## src/rtl/mux_2_to_1_rr_arbiter_pkg.sv

```systemverilog
// +----------------------------------------------------------------------+
// | mux_arb_pkg: state encoding and sizing helper for the 2:1 RR arbiter |
// | Rev 1.0                                                              |
// +----------------------------------------------------------------------+
`default_nettype none

package mux_arb_pkg;

    typedef enum logic [1:0] {
        IDLE = 2'd0,
        OWN0 = 2'd1,
        OWN1 = 2'd2
    } state_e;

    // Counter must be able to hold 0..MAX_BURST.
    function automatic int cnt_width(input int max_burst);
        return $clog2(max_burst + 1);
    endfunction

endpackage

`default_nettype wire

```

## src/rtl/mux_2_to_1_rr_arbiter_if.sv

```systemverilog
// +----------------------------------------------------------------------+
// | mux_2_to_1_rr_arbiter_if: two requester channels, output, status     |
// | Rev 1.0                                                              |
// +----------------------------------------------------------------------+
`default_nettype none

interface mux_2_to_1_rr_arbiter_if #(
    parameter int WIDTH = 8
);
    logic             req0_valid;
    logic [WIDTH-1:0] req0_data;
    logic             req0_last;
    logic             req0_ready;
    logic             req1_valid;
    logic [WIDTH-1:0] req1_data;
    logic             req1_last;
    logic             req1_ready;
    logic             out_valid;
    logic [WIDTH-1:0] out_data;
    logic             out_last;
    logic             out_ready;
    logic             sel;
    logic             busy;

    modport slave (
        input  req0_valid, req0_data, req0_last,
        output req0_ready,
        input  req1_valid, req1_data, req1_last,
        output req1_ready,
        output out_valid, out_data, out_last,
        input  out_ready,
        output sel, busy
    );

    modport master (
        output req0_valid, req0_data, req0_last,
        input  req0_ready,
        output req1_valid, req1_data, req1_last,
        input  req1_ready,
        input  out_valid, out_data, out_last,
        output out_ready,
        input  sel, busy
    );
endinterface

`default_nettype wire

```

## src/rtl/mux_2_to_1.sv

```systemverilog
// +----------------------------------------------------------------------+
// | mux_2_to_1: single-bit 2-to-1 multiplexer                            |
// | Rev 1.0                                                              |
// +----------------------------------------------------------------------+
`default_nettype none

module mux_2_to_1 (
    input  wire logic in0_i,
    input  wire logic in1_i,
    input  wire logic sel_i,
    output logic      out_o
);
    assign out_o = sel_i ? in1_i : in0_i;
endmodule

`default_nettype wire

```

## src/rtl/mux_2_to_1_rr_arbiter_dp.sv

```systemverilog
// +----------------------------------------------------------------------+
// | mux_2_to_1_rr_arbiter_dp: bitwise {data,last} select via mux_2_to_1  |
// | Rev 1.0                                                              |
// +----------------------------------------------------------------------+
`default_nettype none

module mux_2_to_1_rr_arbiter_dp #(
    parameter int WIDTH = 8
) (
    input  wire logic [WIDTH:0] in0_i,
    input  wire logic [WIDTH:0] in1_i,
    input  wire logic           sel_i,
    output logic      [WIDTH:0] out_o
);
    for (genvar i = 0; i <= WIDTH; i++) begin : g_bit
        mux_2_to_1 u_mux (
            .in0_i (in0_i[i]),
            .in1_i (in1_i[i]),
            .sel_i (sel_i),
            .out_o (out_o[i])
        );
    end
endmodule

`default_nettype wire

```

## src/rtl/mux_2_to_1_rr_arbiter.sv

```systemverilog
// +----------------------------------------------------------------------+
// | mux_2_to_1_rr_arbiter: round-robin burst arbiter, 2 requesters into  |
// | one registered output. Rev 1.0                                       |
// +----------------------------------------------------------------------+
`default_nettype none

module mux_2_to_1_rr_arbiter
    import mux_arb_pkg::*;
#(
    parameter int WIDTH     = 8,
    parameter int MAX_BURST = 4
) (
    input  wire logic               clk,
    input  wire logic               rst_n,
    mux_2_to_1_rr_arbiter_if.slave  bus
);
    localparam int                 c_CNT_W = cnt_width(MAX_BURST);
    localparam logic [c_CNT_W-1:0] c_CAP   = c_CNT_W'(MAX_BURST - 1);

    state_e             state_q, state_d;
    logic               prio_q, prio_d;
    logic               sel_q, sel_d;
    logic [c_CNT_W-1:0] cnt_q, cnt_d;
    logic               out_valid_q, out_valid_d;
    logic [WIDTH-1:0]   out_data_q, out_data_d;
    logic               out_last_q, out_last_d;

    logic [WIDTH:0]     w_mux_out;
    logic               w_can_load;
    logic               w_accept;

    mux_2_to_1_rr_arbiter_dp #(.WIDTH(WIDTH)) u_dp (
        .in0_i ({bus.req0_data, bus.req0_last}),
        .in1_i ({bus.req1_data, bus.req1_last}),
        .sel_i (sel_q),
        .out_o (w_mux_out)
    );

    assign w_can_load = !out_valid_q || bus.out_ready;

    always_comb begin
        state_d        = state_q;
        prio_d         = prio_q;
        sel_d          = sel_q;
        cnt_d          = cnt_q;
        out_valid_d    = out_valid_q;
        out_data_d     = out_data_q;
        out_last_d     = out_last_q;
        bus.req0_ready = 1'b0;
        bus.req1_ready = 1'b0;
        w_accept       = 1'b0;

        case (state_q)
            IDLE: begin
                if (bus.req0_valid && bus.req1_valid) begin
                    state_d = prio_q ? OWN1 : OWN0;
                    sel_d   = prio_q;
                end else if (bus.req0_valid) begin
                    state_d = OWN0;
                    sel_d   = 1'b0;
                end else if (bus.req1_valid) begin
                    state_d = OWN1;
                    sel_d   = 1'b1;
                end
            end
            OWN0: begin
                bus.req0_ready = w_can_load;
                w_accept       = bus.req0_valid && w_can_load;
            end
            OWN1: begin
                bus.req1_ready = w_can_load;
                w_accept       = bus.req1_valid && w_can_load;
            end
            default: state_d = IDLE;
        endcase

        // sel_q equals the owner here, so the mux already carries the owner's beat.
        if (w_accept) begin
            out_valid_d              = 1'b1;
            {out_data_d, out_last_d} = w_mux_out;
            if (w_mux_out[0] || (cnt_q == c_CAP)) begin
                state_d = IDLE;
                cnt_d   = '0;
                prio_d  = ~sel_q;
            end else begin
                cnt_d = cnt_q + c_CNT_W'(1);
            end
        end else if (out_valid_q && bus.out_ready) begin
            out_valid_d = 1'b0;
        end
    end

    always_ff @(posedge clk or negedge rst_n) begin
        if (!rst_n) begin
            state_q     <= IDLE;
            prio_q      <= 1'b0;
            sel_q       <= 1'b0;
            cnt_q       <= '0;
            out_valid_q <= 1'b0;
            out_data_q  <= '0;
            out_last_q  <= 1'b0;
        end else begin
            state_q     <= state_d;
            prio_q      <= prio_d;
            sel_q       <= sel_d;
            cnt_q       <= cnt_d;
            out_valid_q <= out_valid_d;
            out_data_q  <= out_data_d;
            out_last_q  <= out_last_d;
        end
    end

    assign bus.out_valid = out_valid_q;
    assign bus.out_data  = out_data_q;
    assign bus.out_last  = out_last_q;
    assign bus.sel       = sel_q;
    assign bus.busy      = (state_q != IDLE);

endmodule

`default_nettype wire

```

## src/flat_wrapper.sv

```systemverilog
// flat-port wrapper written by rule: the top's interface ports become plain ports
module mux_2_to_1_rr_arbiter_flat import mux_arb_pkg::*;
#(
    parameter int WIDTH     = 8,
    parameter int MAX_BURST = 4
)
  (clk, rst_n, bus_req0_valid, bus_req0_data, bus_req0_last, bus_req0_ready, bus_req1_valid, bus_req1_data, bus_req1_last, bus_req1_ready, bus_out_valid, bus_out_data, bus_out_last, bus_out_ready, bus_sel, bus_busy);
  mux_2_to_1_rr_arbiter_if #(.WIDTH(WIDTH)) bus_i ();
  input  wire logic clk;
  input  wire logic rst_n;
  input wire logic [$bits(bus_i.req0_valid)-1:0] bus_req0_valid;
  input wire logic [$bits(bus_i.req0_data)-1:0] bus_req0_data;
  input wire logic [$bits(bus_i.req0_last)-1:0] bus_req0_last;
  output wire logic [$bits(bus_i.req0_ready)-1:0] bus_req0_ready;
  input wire logic [$bits(bus_i.req1_valid)-1:0] bus_req1_valid;
  input wire logic [$bits(bus_i.req1_data)-1:0] bus_req1_data;
  input wire logic [$bits(bus_i.req1_last)-1:0] bus_req1_last;
  output wire logic [$bits(bus_i.req1_ready)-1:0] bus_req1_ready;
  output wire logic [$bits(bus_i.out_valid)-1:0] bus_out_valid;
  output wire logic [$bits(bus_i.out_data)-1:0] bus_out_data;
  output wire logic [$bits(bus_i.out_last)-1:0] bus_out_last;
  input wire logic [$bits(bus_i.out_ready)-1:0] bus_out_ready;
  output wire logic [$bits(bus_i.sel)-1:0] bus_sel;
  output wire logic [$bits(bus_i.busy)-1:0] bus_busy;
  assign bus_i.req0_valid = bus_req0_valid;
  assign bus_i.req0_data = bus_req0_data;
  assign bus_i.req0_last = bus_req0_last;
  assign bus_req0_ready = bus_i.req0_ready;
  assign bus_i.req1_valid = bus_req1_valid;
  assign bus_i.req1_data = bus_req1_data;
  assign bus_i.req1_last = bus_req1_last;
  assign bus_req1_ready = bus_i.req1_ready;
  assign bus_out_valid = bus_i.out_valid;
  assign bus_out_data = bus_i.out_data;
  assign bus_out_last = bus_i.out_last;
  assign bus_i.out_ready = bus_out_ready;
  assign bus_sel = bus_i.sel;
  assign bus_busy = bus_i.busy;
  mux_2_to_1_rr_arbiter #(.WIDTH(WIDTH), .MAX_BURST(MAX_BURST)) u_core (.clk(clk), .rst_n(rst_n), .bus(bus_i));
endmodule
```

## config.mk

```make
export PLATFORM = sky130hd
export DESIGN_NAME = mux_2_to_1_rr_arbiter_flat
export DESIGN_NICKNAME = d
export VERILOG_FILES = /design/src/rtl/mux_2_to_1_rr_arbiter_pkg.sv /design/src/rtl/mux_2_to_1_rr_arbiter_if.sv /design/src/rtl/mux_2_to_1.sv /design/src/rtl/mux_2_to_1_rr_arbiter_dp.sv /design/src/rtl/mux_2_to_1_rr_arbiter.sv /design/src/flat_wrapper.sv
export SDC_FILE = /design/constraint.sdc
export NUM_CORES = 1
export LEC_CHECK = 0
export ABC_AREA = 1
export CORE_ASPECT_RATIO = 2
export CORE_UTILIZATION = 35
export DETAILED_ROUTE_END_ITERATION = 8
export PLACE_DENSITY = 0.69
export SYNTH_ARGS = -nofsm -noshare
export SYNTH_HDL_FRONTEND = slang
export SYNTH_SLANG_ARGS = --single-unit
```

## constraint.sdc

```tcl
create_clock -name clk -period 3.4 [get_ports clk]
set_input_delay 0.68 -clock clk [delete_from_list [all_inputs] [get_ports clk]]
set_output_delay 0.68 -clock clk [all_outputs]
set_load 0.02 [all_outputs]
```

== After elaboration in Yosys (flattened, before gate mapping) ==
Cells that the tools add are included.

* Add/subtract/negate cells: 1
* Bitwise gates (word level): 1
* Equality and inequality tests: 3
* Reduce and logical (&&, ||, !) cells: 14
* Muxes and demuxes: 25

{| class="wikitable"
|+ Operators with widths
! operator !! count
|-
| 2-to-1 mux 1 bit || 16
|-
| 2-to-1 mux 2 bit || 6
|-
| logical AND 1 bit || 4
|-
| one-hot mux 2 bit (2 select lines) || 1
|-
| AND reduction 2 bit || 2
|-
| nonzero test 2 bit || 2
|-
| adder 3 x 1 -> 3 bit, second input constant || 1
|-
| == test 3 x 2 -> 1 bit, second input constant || 1
|-
| 2-to-1 mux 3 bit || 1
|-
| nonzero test 3 bit || 1
|-
| == test 2 x 1 -> 1 bit, second input constant || 1
|-
| == test 2 bit, second input constant || 1
|-
| logical NOT 2 bit || 1
|-
| logical OR 1 bit || 2
|-
| one-hot mux 1 bit (2 select lines) || 1
|-
| OR reduction 2 bit || 1
|-
| logical NOT 1 bit || 1
|-
| NOT 1 bit || 1
|}

* Register bits after elaboration: 17
* Logic and storage cells: 51
* Output and inout bits: 14

== Longest topological paths before layout ==
Gate-level depths: netlist of run 1.

* Word-level depth: 6
* Mapped depth: 9
* Depth with buffers taken out: 8

== Modules after synthesis ==
A second synthesis of run 1 with hierarchy kept.

* Cells, all modules: 143
* Area, all modules: 1029.7 µm²

{| class="wikitable"
|+ Modules (own cells, without submodules)
! module !! seq. area each (µm²) !! area each (µm²) !! instances !! cells each
|-
| mux_2_to_1_rr_arbiter || 425.4 || 894.6 || 1 || 107
|-
| mux_2_to_1 || 0.0 || 15.0 || 9 || 4
|}

== Least setup slack after synthesis of run 1 ==
OpenSTA, ideal clock, no wires.

* Path type: input-to-output
* From: in bus_out_ready
* To: out bus_req0_ready
* Arrival time: 1132 ps
* Path buffers: 0
* Slack: 1588 ps
* Data required time: 2720 ps
* Stages: 4
* Cells stage by stage: inv_1 -> nand2_1 -> inv_1 -> nor2_1

* Cells in the longest elaborated chain, start to end: 2

{| class="wikitable"
|+ Ends and longest elaborated chain
! element !! line !! RTL
|-
| start: declaration || flat_wrapper.sv:22 || <nowiki>input wire logic [$bits(bus_i.out_ready)-1:0] bus_out_ready;</nowiki>
|-
| logical OR 1 bit || mux_2_to_1_rr_arbiter.sv:39 || <nowiki>assign w_can_load = !out_valid_q || bus.out_ready;</nowiki>
|-
| 2-to-1 mux 1 bit || mux_2_to_1_rr_arbiter.sv:53 || <nowiki>case (state_q)</nowiki>
|-
| end: declaration || flat_wrapper.sv:14 || <nowiki>output wire logic [$bits(bus_i.req0_ready)-1:0] bus_req0_ready;</nowiki>
|}

Every way passes these cells.

== Final worst setup path of run 1 ==
* From: in bus_out_ready
* To: out bus_req1_ready

* Cells in the longest elaborated chain, start to end: 2

{| class="wikitable"
|+ Ends and longest elaborated chain
! element !! line !! RTL
|-
| logical OR 1 bit || mux_2_to_1_rr_arbiter.sv:39 ||
|-
| 2-to-1 mux 1 bit || mux_2_to_1_rr_arbiter.sv:53 ||
|-
| end: declaration || flat_wrapper.sv:18 || <nowiki>output wire logic [$bits(bus_i.req1_ready)-1:0] bus_req1_ready;</nowiki>
|}

Every way passes these cells.

==> summary.txt, run 1 <==
Placement
  – Gpl congestion: 0.736
  – IO buf count: 36
  – Setup WS pre-CTS: 686 ps
  – DP HPWL: 1700 um
  – DP Area: 0.00135 sq mm
  – Cells after DPL: 200

Routing
  – ANT nets after route: 0
  – DRT iter0 DRCs: 8
  – Avg Vias per Cell: 4.73
  – WL final: 2160 um
  – Via Count: 964
  – DR pass1 iterations: 2
  – WL per Instance: 10.6 um
  – Drt drc: 0

Critical path
  – CP max FO: 3
  – CP endpoint kind: output port
  – CP Class: input port to output port
  – WP data required: 2720 ps
  – FF-to-FF setup slack: 1930 ps
  – Crit path DAT: 2040 ps
  – Startpoint types: input port

Logic synthesis
  – Seq cells post-synth: 17
  – Post-Syn Area: 992 sq um
  – Syn nets: 167
  – YS warnings: 0
  – Seq/Total Area, Yosys: 42.9%
  – Synth cell types: 16
  – Avg Cell Area, Syn: 7.14 sq um
  – Synth Instances: 139

Clock network
  – CTS tree: done
  – Hold-fix buffers, CTS: 0
  – H-Tree Depth: 1
  – Setup Fix Bufs, Post-CTS: 0
  – CTS buffer count: 3
  – Latest clock arrival within the worst-skew pair: 250 ps
  – Resized cells post-CTS: 0
  – Clk buf depth: 2
  – Clk sinks: 17
  – Clock tree root driver cell: clkbuf_8
  – Worst-path clk slew: 60 ps

Global routing
  – Gr usage total: 16.4%
  – GRT overflow: 0
  – Initial antenna violation count: 0
  – Largest net degree at the start of global routing: 18
  – Global-route wire length before repair: 3580 um
  – Vias in the first global route: 881

Floorplan
  – Row count: 27
  – Die footprint: 0.00306 sq mm
  – Core ar.: 0.00274 sq mm
  – Die span in x: 39.7 um
  – I/O pins: 37
  – Initial Util: 36.3%
  – Die Span Y: 77.3 um

Hold path
  – Class of the worst hold path: flop to flop

STA
  – Fin. max-slew vios: 0
  – Clk_skew: 0.863 ps
  – Setup TNS: 0 ps
  – Slew @ Worst Pin: 739 ps
  – Hold WS: 480 ps
  – Worst slew margin: 50.6%
  – Final Critical Period: 2720 ps
  – Maximum clock rate: 368 MHz
  – Final worst slack: 683 ps
  – RSZ-0062 raised after global routing: false
  – Fin. Hold Viols: 0
  – Final period utilization: 79.9%
  – Number of setup violations in the final report: 0

Job
  – MaxCap Viol Count: 0

Final layout
  – Area growth from synthesis to layout: 40.9%
  – Commonest non-fill, non-tap cell in the layout: nand2_1
  – ANT cells: 0
  – Net count, final: 204
  – Share of cells above drive strength 1: 7.43%
  – Non-filler cells, final: 204
  – Most frequent cells in the layout: nand2_1 (77), clkdlybuf4s50_1 (36), dfrtp_1 (17)
  – Design area: 0.00140 sq mm

Status
  – Outcome: finished clean

Pwr
  – Pleak: 0.000761 uW
  – Pwr/cell area: 876 mW/mm^2
  – Peak VDD IR: 0.000368 V
-- cell families after synthesis --
logic type | count (synthesis) | share of synthesized area [%]
AND/OR/NAND/NOR | 91 | 37.7
AO/OA/AOI/OAI | 5 | 2.90
flip-flops | 17 | 42.9
buffers and inverters | 21 | 10.2
adder cells (fa/ha/maj) | 5 | 6.31
-- state kept, by name, indices dropped and copies added (netlist names) --
register,flops
u_core.bus.out_data,8
u_core.cnt_q,3
u_core.state_q,2
u_core.bus.out_last,1
u_core.bus.out_valid,1
u_core.bus.sel,1
u_core.prio_q,1
-- synth_stat cells --
| cell type | number | area share, % |
|---|---|---|
| nor2_4 | 1 | 1.1 |
| o21ai_0 | 3 | 1.5 |
| nand4_1 | 1 | 0.63 |
| nand2_1 | 77 | 29 |
| buf_6 | 2 | 2.3 |
| a21oi_1 | 1 | 0.50 |
| nand2_2 | 3 | 1.9 |
| inv_1 | 15 | 5.7 |
| nand3_1 | 2 | 1.0 |
| dfrtp_1 | 17 | 43 |
| ha_1 | 5 | 6.3 |
| nand3_2 | 2 | 2.0 |
| buf_4 | 2 | 1.5 |
| nor2_1 | 5 | 1.9 |
| inv_2 | 2 | 0.76 |
| a21oi_2 | 1 | 0.88 |
-- final cells by class --
| cell class | instances | area (sq um) |
|---|---|---|
| clock inverters | 1 | 5.00 |
| multi-input cells | 101 | 465 |
| inverters | 17 | 63.8 |
| fillers | 270 | 1340 |
| clock buffers | 3 | 41.3 |
| repair buffers | 36 | 360 |
| well taps | 29 | 36.3 |
| flip-flops and latches | 17 | 425 |
-- critical path, cell delays in order --
cell and delay (ps):
clkdlybuf4s50_1 460, inv_1 60, nand2_1 90, inv_1 60, nor2_1 80, clkdlybuf4s50_1 600
-- power by group --
group | total [uW] | internal, uW | switching, uW
registers | 374 | 298 | 75.8
clock network | 148 | 81.2 | 66.5
logic | 703 | 293 | 410
-- metrics by stage --
stage / power (uW) / util [%]
2_1_floorplan: 850 / -
4_1_cts: 1250 / 51.1
3_5_place_dp: 1090 / 49.4
3_3_place_gp: 1070 / 49.4
5_1_grt: 1340 / 51.1
6_report: 1220 / 51.1
-- final timing paths --
kind / start / to / cells past startpoint
setup / recovery: bus_out_ready / bus_req1_ready / 6
hold / removal: u_core.bus.out_data[4] / u_core.bus.out_data[4] / 2
setup reg to reg: u_core.state_q[0] / u_core.prio_q / 8
hold reg to reg: u_core.bus.out_data[4] / u_core.bus.out_data[4] / 2
max in group asynchronous: rst_n / u_core.state_q[0] / 1
min in group asynchronous: rst_n / u_core.bus.out_valid / 1
-- metal layers --
metal,vias to the layer above,share of wire (%),track usage [%]
met5,-,0,0
met2,28,55,28.4
met4,0,2.5,9.66
li1,485,-,-
met3,5,3.8,1.73
met1,446,38,17.4
(Power assumes the default switching activity.)
==> run 2, diff against run 1 <==
Clock period 3.4 ns to 2.7 ns, I/O delays scaled along.
==> run 2 against run 1 <==
Final cell count unchanged. Total power increased by 26%. Critical path depth unchanged. Clock-buffer cell count unchanged. Combinational power increased by 25%. Routed wire length decreased by 0.23%. Design area unchanged. Non-clock buffer count unchanged. Clock skew about the same. First-iteration DRC count increased by 63%. Worst setup slack got worse by 410 ps. Critical path type unchanged. Highest routed layer unchanged.
==> summary.txt, run 2 (synthesis results as in run 1) <==
Global routing
  – Largest net degree at the start of global routing: 18 (unchanged)
  – GRT overflow: 0 (unchanged)
  – Gr usage total: 16.4% (-0.027 points)
  – Initial antenna violation count: 0 (unchanged)
  – Global-route wire length before repair: 3630 um (+1.3%)
  – Vias in the first global route: 934 (+6.0%)

Placement
  – DP HPWL: 1640 um (-3.8%)
  – IO buf count: 36 (unchanged)
  – Gpl congestion: 0.732 (-0.53%)

Pwr
  – Peak VDD IR: 0.000598 V (+63%)
  – Pleak: 0.000761 uW (unchanged)
  – Pwr/cell area: 1100 mW/mm^2 (+26%)

STA
  – Final Critical Period: 2430 ps
  – Number of setup violations in the final report: 0 (unchanged)
  – Slew @ Worst Pin: 757 ps (+18.3 ps)
  – Fin. max-slew vios: 0 (unchanged)
  – Maximum clock rate: 412 MHz
  – RSZ-0062 raised after global routing: false
  – Worst slew margin: 49.4% (-1.2 points)
  – Setup TNS: 0 ps (unchanged)
  – Clk_skew: 0.713 ps (-0.149 ps)
  – Final period utilization: 89.9%
  – Fin. Hold Viols: 0 (unchanged)

Clock network
  – Clk buf depth: 2 (unchanged)
  – Clk sinks: 17 (unchanged)
  – Worst-path clk slew: 60 ps (about the same)
  – Clock tree root driver cell: clkbuf_8
  – Resized cells post-CTS: 0 (unchanged)
  – Hold-fix buffers, CTS: 0 (unchanged)
  – CTS tree: done
  – Latest clock arrival within the worst-skew pair: 250 ps (about the same)
  – CTS buffer count: 3 (unchanged)
  – H-Tree Depth: 1 (unchanged)
  – Setup Fix Bufs, Post-CTS: 0 (unchanged)

Routing
  – Via Count: 947 (-1.8%)
  – WL final: 2160 um (-0.23%)
  – Drt drc: 0 (unchanged)
  – Avg Vias per Cell: 4.64 (-1.8%)
  – ANT nets after route: 0 (unchanged)
  – DR pass1 iterations: 2 (unchanged)
  – DRT iter0 DRCs: 13 (+5)
  – WL per Instance: 10.6 um (-0.23%)

Critical path
  – Crit path DAT: 1890 ps (-150 ps)
  – R2R depth: 8 (unchanged)
  – CP endpoint kind: output port
  – CP max FO: 3 (unchanged)
  – CP Class: input port to output port
  – WP data required: 2160 ps (-560 ps)
  – Startpoint types: input port

Final layout
  – Most frequent cells in the layout: nand2_1 (77), clkdlybuf4s50_1 (36), dfrtp_1 (17)
  – Flip-flop count of the largest register after layout: 8 (unchanged)
  – Net count, final: 204 (unchanged)
  – Share of cells above drive strength 1: 7.43% (unchanged)
  – Final Core Density: 51.1% (unchanged)
  – Area growth from synthesis to layout: 40.9% (unchanged)
  – ANT cells: 0 (unchanged)
  – # fillers: 271 (+0.37%)
  – Commonest non-fill, non-tap cell in the layout: nand2_1

Status
  – Outcome: finished clean

Hold path
  – Hold-critical path depth: 2 (unchanged)
  – Class of the worst hold path: flop to flop

Floorplan
  – I/O pins: 37 (unchanged)
  – Die Span Y: 77.3 um (unchanged)
  – Die span in x: 39.7 um (unchanged)
  – Initial Util: 36.3% (unchanged)
  – Row count: 27 (unchanged)
  – Die footprint: 0.00306 sq mm (unchanged)
  – Core ar.: 0.00274 sq mm (unchanged)

Job
  – MaxCap Viol Count: 0 (unchanged)
## run 2: cell counts in the layout (fill, tap and decap cells not counted)
No cell type changed its count.
## run 2: area by class of cell
class / instances / area (sq um) / area share [%]
clock buffer: 3 / 41.3 / 2.95
inverter: 17 / 63.8 / 4.57
tap: 29 / 36.3 / 2.60
clock inverter: 1 / 5.00 / 0.358
timing repair buffer: 36 / 360 / 25.8
multi-input combinational: 101 / 465 / 33.3
sequential: 17 / 425 / 30.4
## run 2: metrics by stage
stage / setup slack [ps] / std cells / cell area (sq um) / hold slack, ps / power (uW)
4_1_cts: 264 / 204 / 1400 / 482 / 1560
3_3_place_gp: 303 / 200 / 1350 / 466 / 1350
2_1_floorplan: 1150 / 139 / 992 / 244 / 1070
3_5_place_dp: 271 / 200 / 1350 / 464 / 1370
6_report: 273 / 204 / 1400 / 480 / 1540
5_1_grt: 189 / 204 / 1400 / 513 / 1680
## run 2: path summary, 6_finish.rpt
kind                                         from                endpoint  slack [ps]
max                                 bus_out_ready          bus_req1_ready         270
min                        u_core.bus.out_data[5]  u_core.bus.out_data[5]         480
max reg2reg                     u_core.state_q[0]         u_core.cnt_q[1]        1230
min reg2reg                u_core.bus.out_data[5]  u_core.bus.out_data[5]         480
max in group asynchronous                   rst_n       u_core.state_q[1]        1490
min in group asynchronous                   rst_n         u_core.cnt_q[2]         730
## run 2: worst max-delay path, stage by stage
cell and delay (ps):
clkdlybuf4s50_1 460, inv_1 60, nand2_1 90, inv_1 60, nor2_1 80, clkdlybuf4s50_1 600
## run 2: metal layers
layer | vias to the layer above | track usage [%] | share of wire [%]
met5 | - | 0 | 0
met4 | 0 | 8.28 | 1.9
met3 | 4 | 1.73 | 4.2
met2 | 27 | 29.2 | 54
met1 | 435 | 17.1 | 40
li1 | 481 | - | -
## run 2: report_power, final
part           internal [uW]  switching [uW]  total (uW)
clock                    102            85.3         188
combinational            368             512         880
sequential               375            94.9         470
total                    846             692        1540
